`config.mk`:
```
export PLATFORM = sky130hd
export DESIGN_NAME = ro_enc_intr_ctrl
export DESIGN_NICKNAME = d
export VERILOG_FILES = /design/src/rtl/ro_enc_intr_ctrl.sv
export SDC_FILE = /design/constraint.sdc
export NUM_CORES = 1
export LEC_CHECK = 0
export BUFFER_PORTS_ARGS = -buffer_cell sky130_fd_sc_hd__buf_2
export CAP_MARGIN = 20
export CORE_AREA = 2 2 62 64
export CTS_CLUSTER_SIZE = 25
export DETAILED_ROUTE_END_ITERATION = 8
export DIE_AREA = 0 0 64 66
export MAX_ROUTING_LAYER = met4
export PLACE_DENSITY = 0.75
export SLEW_MARGIN = 10
export SYNTH_ARGS = -nofsm -noshare
export SYNTH_HDL_FRONTEND = slang
export SYNTH_SLANG_ARGS = --single-unit
```
`constraint.sdc`:
```
create_clock -name i_clk -period 3.05 [get_ports i_clk]
set_clock_uncertainty 0.2 [all_clocks]
set_input_delay 0.305 -clock i_clk [delete_from_list [all_inputs] [get_ports i_clk]]
set_output_delay 0.305 -clock i_clk [all_outputs]
set_load 0.05 [all_outputs]
```
`src/rtl/ro_enc_intr_ctrl.sv`:
```
// Rotary-encoder event consumer: counts detents into a saturating signed
// accumulator, re-arms the decoder, and raises a rate-limited PS interrupt.
module ro_enc_intr_ctrl #(
  parameter int CNT_WIDTH   = 8,
  parameter int HOLDOFF_CYC = 100000
) (
  input  logic                 i_clk,
  input  logic                 i_rst,
  input  logic                 i_en,
  input  logic [1:0]           i_ro_enc_data,
  output logic                 o_sw_intr_clear,
  input  logic                 i_intr_ack,
  output logic                 o_intr,
  output logic [CNT_WIDTH-1:0] o_step_cnt,
  output logic                 o_ovf
);

  localparam int HW = (HOLDOFF_CYC > 0) ? $clog2(HOLDOFF_CYC + 1) : 1;
  localparam logic [HW-1:0]        HOLD_LOAD = HW'(HOLDOFF_CYC);
  localparam logic [CNT_WIDTH-1:0] CNT_MAX   = {1'b0, {(CNT_WIDTH-1){1'b1}}};
  localparam logic [CNT_WIDTH-1:0] CNT_MIN   = {1'b1, {(CNT_WIDTH-1){1'b0}}};

  typedef enum logic {ST_IDLE, ST_REARM} state_t;

  // Decoder handshake: a 01/10 code seen in IDLE is one event; the clear level
  // (state==REARM) holds until the decoder returns 00/11, so each detent
  // is consumed exactly once regardless of how long the code is held.
  state_t                 r_state, w_state_next;
  logic [CNT_WIDTH-1:0]   r_acc, w_acc_base, w_acc_next;
  logic                   r_ovf, w_ovf_base, w_ovf_next;
  logic [HW-1:0]          r_hold, w_hold_next;
  logic                   r_intr, w_intr_next;
  logic                   w_code_cw, w_code_ccw, w_code_evt, w_count;

  assign w_code_cw  = (i_ro_enc_data == 2'b01);
  assign w_code_ccw = (i_ro_enc_data == 2'b10);
  assign w_code_evt = w_code_cw | w_code_ccw;
  assign w_count    = (r_state == ST_IDLE) & w_code_evt & i_en;

  always_comb begin
    w_state_next = r_state;
    case (r_state)
      ST_IDLE:  if (w_code_evt)  w_state_next = ST_REARM;
      ST_REARM: if (!w_code_evt) w_state_next = ST_IDLE;
      default:  w_state_next = ST_IDLE;
    endcase
  end

  // Ack clears first so an event in the same cycle lands on a zero base.
  always_comb begin
    w_acc_base = i_intr_ack ? '0 : r_acc;
    w_ovf_base = i_intr_ack ? 1'b0 : r_ovf;
    w_acc_next = w_acc_base;
    w_ovf_next = w_ovf_base;
    if (w_count) begin
      if (w_code_cw) begin
        if (w_acc_base == CNT_MAX) w_ovf_next = 1'b1;
        else                       w_acc_next = w_acc_base + CNT_WIDTH'(1);
      end else begin
        if (w_acc_base == CNT_MIN) w_ovf_next = 1'b1;
        else                       w_acc_next = w_acc_base - CNT_WIDTH'(1);
      end
    end
  end

  always_comb begin
    w_hold_next = r_hold;
    if (i_intr_ack)       w_hold_next = HOLD_LOAD;
    else if (r_hold != '0) w_hold_next = r_hold - HW'(1);
    w_intr_next = (w_acc_next != '0) & (w_hold_next == '0) & ~i_intr_ack & i_en;
  end

  always_ff @(posedge i_clk) begin
    if (i_rst) begin
      r_state <= ST_IDLE;
      r_acc   <= '0;
      r_ovf   <= 1'b0;
      r_hold  <= '0;
      r_intr  <= 1'b0;
    end else begin
      r_state <= w_state_next;
      r_acc   <= w_acc_next;
      r_ovf   <= w_ovf_next;
      r_hold  <= w_hold_next;
      r_intr  <= w_intr_next;
    end
  end

  assign o_sw_intr_clear = (r_state == ST_REARM);
  assign o_intr          = r_intr;
  assign o_step_cnt      = r_acc;
  assign o_ovf           = r_ovf;

endmodule

```
Word level (Yosys, flattened, before mapping):

Index checks and enable logic that the tools add are counted.

* add/sub/neg operators: 3
* multiply operators: 0
* div/mod/pow operators: 0
* order comparisons: 0
* eq/ne operators: 4
* shifts and indexed selects: 0
* mux-type cells: 13
* bitwise operators: 8
* reduce and logical (&&, ||, !) cells: 3

Operator list (count)
* 2-to-1 mux 8 bit: 5
* 2-to-1 mux 17 bit: 2
* zero test 17 bit: 1
* nonzero test 17 bit: 1
* subtractor 17 x 1 -> 17 bit, second input constant: 1
* adder 8 x 1 -> 8 bit, second input constant: 1
* equality test 8 x 7 -> 1 bit, second input constant: 1
* equality test 8 bit, second input constant: 1
* nonzero test 8 bit: 1
* subtractor 8 x 1 -> 8 bit, second input constant: 1
* 2-to-1 mux 1 bit: 6
* bitwise AND 1 bit: 5
* equality test 2 x 1 -> 1 bit, second input constant: 1
* equality test 2 bit, second input constant: 1
* inverter 1 bit: 2
* OR 1 bit: 1

* register bits after elaboration: 28
* bits in latches: 0
* RAM bits: 0
* bits in read-only memories: 0
* bits of input ports: 6
* output and inout port bits: 11
* word-level logic and storage cells: 36
* memories kept: 0

Longest topological paths before layout:

Gate-level depths: netlist of the first run.

* depth after elaboration: 9
* gate-level depth with buffers: 13
* gate-level depth less buffers: 11

Worst setup path after synthesis of the first run:

Ideal clock, no wire load.

* path type: register to register
* from: reg r_acc[1], in the netlist o_step_cnt[1]
* to: reg r_intr, in the netlist o_intr
* setup time: 0.120 ns
* arrival time: 2.459 ns
* required time: 2.730 ns
* slack: 0.271 ns
* stages on the path, launching flop included: 12
* buffers on the path: 1
* clock period less this slack: 2.779 ns
* cell sequence: dfxtp_1 nor2b_1 inv_1 ha_1 nor3b_1 nand4b_1 and3_1 clkbuf_1 nand2_1 xnor2_1 nand2_1 o31a_1

* longest elaborated chain between the ends: 9
* elaborated cells on any way between the ends: 13
* classes of those cells: 2 x add/sub; 2 x eq/ne; 5 x mux; 3 x bitwise; 1 x reduce/logical

Ends and longest elaborated chain
* from (decl): line 29 `logic [CNT_WIDTH-1:0] r_acc, w_acc_base, w_acc_next;`
* from (signal assigned): line 82 `r_acc <= w_acc_next;`
* 2-to-1 mux 8 bit *: line 51 `w_acc_base = i_intr_ack ? '0 : r_acc;`
* subtractor 8 x 1 -> 8 bit (tied with other cells): line 61 `else w_acc_next = w_acc_base - CNT_WIDTH'(1);`
* 2-to-1 mux 8 bit (on tied branches): line 60, 57
* 2-to-1 mux 8 bit: line 56 `if (w_code_cw) begin`
* 2-to-1 mux 8 bit *: line 55 `if (w_count) begin`
* nonzero test 8 bit *: line 70 `w_intr_next = (w_acc_next != '0) & (w_hold_next == '0) & ~i_intr_ack & i_en;`
* bitwise AND 1 bit * (3 in a row): line 70
* to (signal assigned): line 85 `r_intr <= w_intr_next;`
* to (decl): line 32 `logic r_intr, w_intr_next;`

Every way passes the cells marked *; elsewhere a longest branch is shown, timed or not.
A chain may end at the register's enable or synchronous reset.

Worst setup path in the final report of the first run:

* from: reg r_hold[5]
* to: reg r_intr, in the netlist o_intr

* longest elaborated chain between the ends: 7
* elaborated cells on any way between the ends: 8
* classes of those cells: 1 x add/sub; 2 x mux; 3 x bitwise; 2 x reduce/logical

Ends and longest elaborated chain
* from (decl): line 31 `logic [HW-1:0] r_hold, w_hold_next;`
* from (signal assigned): line 84 `r_hold <= w_hold_next;`
* subtractor 17 x 1 -> 17 bit or nonzero test 17 bit (tied branches): line 69 `else if (r_hold != '0) w_hold_next = r_hold - HW'(1);`
* 2-to-1 mux 17 bit *: line 69
* 2-to-1 mux 17 bit *: line 68 `if (i_intr_ack) w_hold_next = HOLD_LOAD;`
* zero test 17 bit *: line 70
* bitwise AND 1 bit * (3 in a row): line 70

Marked as above.

==> results of run 1 <==
-- routing by layer --
metal / vias to the layer above / track usage (%)
met5: - / -
met4: 0 / 8.15
met3: 4 / 2.21
met2: 37 / 40.6
met1: 863 / 30.6
li1: 921 / -
-- cell type report --
type | count | area (um^2) | share of cell area (%)
multi-input combinational | 203 | 1280 | 61.5
sequential | 28 | 561 | 26.9
timing repair buffer | 23 | 133 | 6.36
tap | 48 | 60.1 | 2.88
inverter | 7 | 26.3 | 1.26
clock buffer | 3 | 22.5 | 1.08
-- worst max path at each step --
| stage | slack [ns] | endpoint | startpoint |
|---|---|---|---|
| after floorplan | 0.27 | o_intr | o_step_cnt[1] |
| after global placement | 0.22 | o_intr | r_hold[0] |
| after detailed placement | 0.25 | o_intr | r_hold[0] |
| after CTS | 0.21 | o_intr | r_hold[0] |
| after global routing | 0.03 | o_intr | r_hold[0] |
| final | 0.22 | o_intr | r_hold[5] |
-- through the flow --
| step | util [%] | cell area [um^2] | std cells | setup WS (ns) | power (mW) |
|---|---|---|---|---|---|
| after floorplan | - | 1950 | 253 | 0.271 | 0.700 |
| after global placement | 57.9 | 2060 | 308 | 0.219 | 0.764 |
| after detailed placement | 57.9 | 2060 | 308 | 0.249 | 0.766 |
| after CTS | 58.5 | 2080 | 311 | 0.212 | 0.914 |
| after global routing | 58.7 | 2090 | 312 | 0.0309 | 0.974 |
| final | 58.7 | 2090 | 312 | 0.221 | 0.917 |
-- registers in the layout, indices dropped and copies added, names as in the netlist --
| name | flops |
|---|---|
| o_ovf | 1 |
| r_hold | 17 |
| o_intr | 1 |
| o_step_cnt | 8 |
| o_sw_intr_clear | 1 |
-- cells in the final DEF, fill, tap and decap left out, types with 8 or more instances in the layout --
master / count
xnor2_1: 9
buf_2: 16
o21ai_0: 8
nand2_1: 32
dfxtp_1: 28
nor2_1: 37
nor3_1: 10
a21oi_1: 9
nand3_1: 9
-- cell families (layout without fill, tap and decap cells) --
group / after synthesis / count (layout)
AOI/OAI and AO/OA: 37 / 37
xor gates and xnor gates: 14 / 14
adders and majority gates: 6 / 6
buffers and inverters: 22 / 33
DFF: 28 / 28
muxes: 6 / 6
and+or+nand+nor: 140 / 140
-- cells in the mapped netlist, drive strengths merged, types with 2 or more instances --
master	count	area [um^2]
xnor2	9	78.8
and3	4	25.0
buf	2	22.5
xor2	5	43.8
clkbuf	13	58.8
nor2b	6	37.5
o21ai	8	40.0
o221ai	2	17.5
nand4	5	31.3
or3	4	25.0
a21oi	10	53.8
mux2i	5	50.1
nor3b	3	22.5
nor3	10	50.1
a31oi	4	25.0
nor4b	3	41.3
nand2	32	120
and4	2	17.5
nor4	6	52.6
a211oi	3	22.5
a221oi	2	23.8
or4	6	50.1
dfxtp	28	561
ha	6	75.1
or3b	2	17.5
inv	7	26.3
nand3	9	45.0
nand2b	3	18.8
nor2	38	159
-- critical path, stage by stage (launching register included) --
cell	delay, ns
dfxtp_1	0.42
or4_4	0.62
nor4_4	0.35
and3b_2	0.28
xor2_1	0.08
o2bb2a_1	0.32
nor4_1	0.33
o31a_1	0.18
-- power by group through the flow --
stage	combinational, mW	clock [mW]	sequential, mW
global placement	0.322	0	0.442
floorplan	0.246	0	0.454
detailed placement	0.323	0	0.443
global route	0.365	0.168	0.442
finish	0.327	0.152	0.437
CTS	0.325	0.155	0.435
-- timing repair --
action / 4_1_cts / 5_1_grt
setup endpoints to repair: 0 / 1
hold buffers: 0 / 0
buffers inserted: 0 / 1
==> impl_metrics.ini, run 1 <==
[worst_hold_path]
hold_depth = 3
worstHoldStart = i_ro_enc_data[0]
min_to = o_sw_intr_clear
min_path_type = in -> reg

[route]
drt-total-wl_mm = 4.55
dr.pass1.iters = 4
final_antenna_net_count = 0
vias = 1825
wl_met1_mm = 2.16
wl_met3_um = 128
routed.top_layer = met4
routed-wl-met2_mm = 2.21
drt_iter0_drc = 168
drc = 0
wl_per_cell_um = 14.6
via_per_inst = 5.85

[synthesis]
synth_flop_cell = dfxtp_1
synth-xor-area-share_pct = 6.28
synth_compound_area_share_pct = 12.9
synth_top_family_by_area = simple AND/OR/NAND/NOR gates
syn_nets = 265
synthMuxAreaShare_pct = 3.14
synth_area_per_cell_um2 = 7.71
synthSimpleGateAreaFrac_pct = 39.6
synth.distinct_cells = 54
seq_area_frac_synth_pct = 28.7
syn_inst = 253
async_flop_share_pct = 0
synth_edf_count = 0
ys_ff_latch = 28
synthAdderAreaFrac_pct = 3.85
synth_area_mm2 = 0.00195
ys_warn_count = 0

[die]
die_y_um = 66
die-width_um = 64
fp-row-count = 22
coreArea_mm2 = 0.00355
pin_count = 17
initial_core_util_pct = 55.0
die_area_mm2 = 0.00422

[worst_setup_path]
r2r_cells = 7
cp-end-kind = register
cp_max_fo = 8
cp.arrival_ns = 2.91
crit_required_ns = 3.13
r2r-end = o_intr
rr_startpoint = r_hold[5]
critPathLaunchType = register
crit_type = reg -> reg
r2r_setup_slack_ns = 0.22

[placed_design]
place_congestion = 0.882
dpl.hpwl_mm = 3.43
portBuffers = 16

[clock_network]
clk_transition_reported_paths_ns = 0.15
numCtsBuffers = 3
cts-root-buf = clkbuf_4
cts_resized = 0
cts_buffer_depth = 2
clock_latency_ns = 0.32
tritoncts = yes
cts_max_level = 1
tritoncts_num_sinks = 28

[sta]
fin_crit_ns = 2.83
hold_violations = 0
grt_setup_unrepaired = false
fmax_mhz = 354
maxSlewHeadroom_pct = 63.4
finalSetupViolations = 0
fin_crit_sh_pct = 92.7
tns_ns = 0
hold_slack_ns = 0.102
finalMaxSlewViolations = 0
worstMarginPinSlew_ns = 0.544

[pwr]
power_frac_comb_pct = 35.7
p_seq_share_pct = 47.7
clock_power_share_pct = 16.6
power_density_mw_per_mm2 = 439
leakage_nw = 0.851
p_sw_mw = 0.348
cellInternalPower_mw = 0.569
ir_drop_mv = 0.201
switching_share_pct = 38.0

[global_route]
antenna_found_initial = 0
grt_max_degree = 17
grt_pass1_wl_mm = 7.90
overflow = 0
grt_pass1_vias = 1720
track_usage_pct = 24.1

[cells_and_area]
drive_gt1_share_pct = 14.4
n_antenna_cell = 0
fin_nets = 278
syn_to_final_growth_pct = 6.86
fillers = 345

[run]
maxCapViolCount = 0

[outcome]
status = completed
(Power assumes the default switching activity.)
==> run 2: changes to the inputs <==
--- a/config.mk
+++ b/config.mk
@@ -5,7 +5,7 @@
 export SDC_FILE = /design/constraint.sdc
 export NUM_CORES = 1
 export LEC_CHECK = 0
-export BUFFER_PORTS_ARGS = -buffer_cell sky130_fd_sc_hd__buf_2
+export BUFFER_PORTS_ARGS = -buffer_cell sky130_fd_sc_hd__buf_4
 export CAP_MARGIN = 20
 export CORE_AREA = 2 2 62 64
 export CTS_CLUSTER_SIZE = 25
==> run 2 against run 1 <==
Net effect:
- die area unchanged
- global-route usage decreased by 0.79 points
- non-clock buffer count decreased by 2
- setup slack improved by 0.037 ns
==> impl_metrics.ini, run 2 (synthesized netlist as in run 1, its figures left out) <==
[outcome]
status = completed

[clock_network]
numCtsBuffers = 3
clk_transition_reported_paths_ns = 0.16
tritoncts_num_sinks = 28
clock_latency_ns = 0.33
cts_hold_buf = 0
tritoncts = yes
cts_buffer_depth = 2
cts_max_level = 1
cts-root-buf = clkbuf_4

[run]
maxCapViolCount = 0

[worst_setup_path]
crit_type = reg -> reg
crit_chain = or4_4, nor4_4, and3b_2, xor2_1, o2bb2a_1, nor4_1, o31a_1
crit_required_ns = 3.14
cp.arrival_ns = 2.88
cp_slowest_cell = or4_4
r2r_cells = 7
r2r-end = o_intr
cp_max_fo = 8
critPathLaunchType = register
rr_startpoint = r_hold[5]
max_stage_delay_ns = 0.62
r2r_setup_slack_ns = 0.26
cp-end-kind = register

[global_route]
track_usage_pct = 23.4
grt_pass1_vias = 1668
overflow = 0
grt_pass1_wl_mm = 7.70
antenna_found_initial = 0
grt_max_degree = 18

[die]
die_area_mm2 = 0.00422
die-width_um = 64
initial_core_util_pct = 55.0
fp-row-count = 22
pin_count = 17
die_y_um = 66
coreArea_mm2 = 0.00355

[sta]
tns_ns = 0
hold_violations = 0
worstMarginPinSlew_ns = 0.515
fin_crit_ns = 2.79
finalSetupViolations = 0
hold_slack_ns = 0.0676
fmax_mhz = 358
grt_setup_unrepaired = false
finalMaxSlewViolations = 0
maxSlewHeadroom_pct = 65.4
fin_crit_sh_pct = 91.5

[pwr]
clock_power_share_pct = 19.3
ir_drop_mv = 0.202
cellInternalPower_mw = 0.599
p_sw_mw = 0.354
fin_total_pwr_mw = 0.953
power_frac_comb_pct = 34.8
leakage_nw = 0.856
switching_share_pct = 37.1
power_density_mw_per_mm2 = 447
p_seq_share_pct = 45.9

[cells_and_area]
drive_gt1_share_pct = 14.4
regMostFlops = r_hold
final_util_pct = 60.0
n_antenna_cell = 0
final_common_cell = nor2_1
fillers = 322
syn_to_final_growth_pct = 9.17
largest_reg_flops = 17
final_cell_mix = 37 x nor2_1, 32 x nand2_1, 28 x dfxtp_1
fin_nets = 276

[worst_hold_path]
min_path_type = in -> reg
hold_depth = 2
min_to = r_hold[5]
worstHoldStart = i_rst

[route]
drt_iter0_drc = 238
wl_per_cell_um = 14.8
final_antenna_net_count = 0
dr.pass1.iters = 5
vias = 1857
drt-total-wl_mm = 4.61
via_per_inst = 5.97
drc = 0

[placed_design]
dpl.hpwl_mm = 3.31
portBuffers = 16
place_congestion = 0.895
run 2: per-stage QoR:
stage	area (um^2)	cells	setup WS, ns
after floorplan	1950	253	0.271
after global placement	2080	306	0.247
after detailed placement	2080	306	0.242
after CTS	2120	310	0.207
after global routing	2130	311	0.00764
final	2130	311	0.258
run 2: final cells by class:
| class | instances | area (um^2) | area share [%] |
|---|---|---|---|
| Clock buffer | 4 | 36.3 | 1.70 |
| Sequential cell | 28 | 561 | 26.3 |
| Multi-Input combinational cell | 203 | 1290 | 60.5 |
| Inverter | 7 | 26.3 | 1.23 |
| Tap cell | 48 | 60.1 | 2.82 |
| Timing Repair Buffer | 21 | 158 | 7.40 |
run 2: routing by layer:
layer	GRT usage [%]	vias up	share of wire, %
met5	-	-	0
met4	7.07	0	1.3
met3	2.73	7	4.5
met2	40.1	65	50
met1	28.9	857	45
li1	-	928	-
run 2: worst max-delay path by stage:
stage / from / endpoint / depth (start not counted)
after floorplan: o_step_cnt[1] / o_intr / 11
after global placement: r_hold[0] / o_intr / 9
after detailed placement: r_hold[0] / o_intr / 9
after CTS: r_hold[0] / o_intr / 9
after global routing: r_hold[0] / o_intr / 9
final: r_hold[5] / o_intr / 7
run 2: power groups by stage:
stage	Combinational, mW	Clock, mW	Sequential (mW)
2_1_floorplan	0.246	0	0.454
3_3_place_gp	0.323	0	0.441
3_5_place_dp	0.324	0	0.443
4_1_cts	0.326	0.189	0.435
5_1_grt	0.363	0.208	0.443
6_report	0.331	0.184	0.438
run 2: critical path, delay by kind of cell, from the launching register on:
kind | cells | cell delay, ns
xor gates and xnor gates | 1 | 0.09
DFF | 1 | 0.42
and+or+nand+nor | 4 | 1.56
AOI/OAI and AO/OA | 2 | 0.49
run 2: timing repair:
action	4_1_cts	5_1_grt
buffers inserted	0	1
endpoints found under the setup margin	0	1
gates resized for setup	0	1
endpoints found under the hold margin	0	0
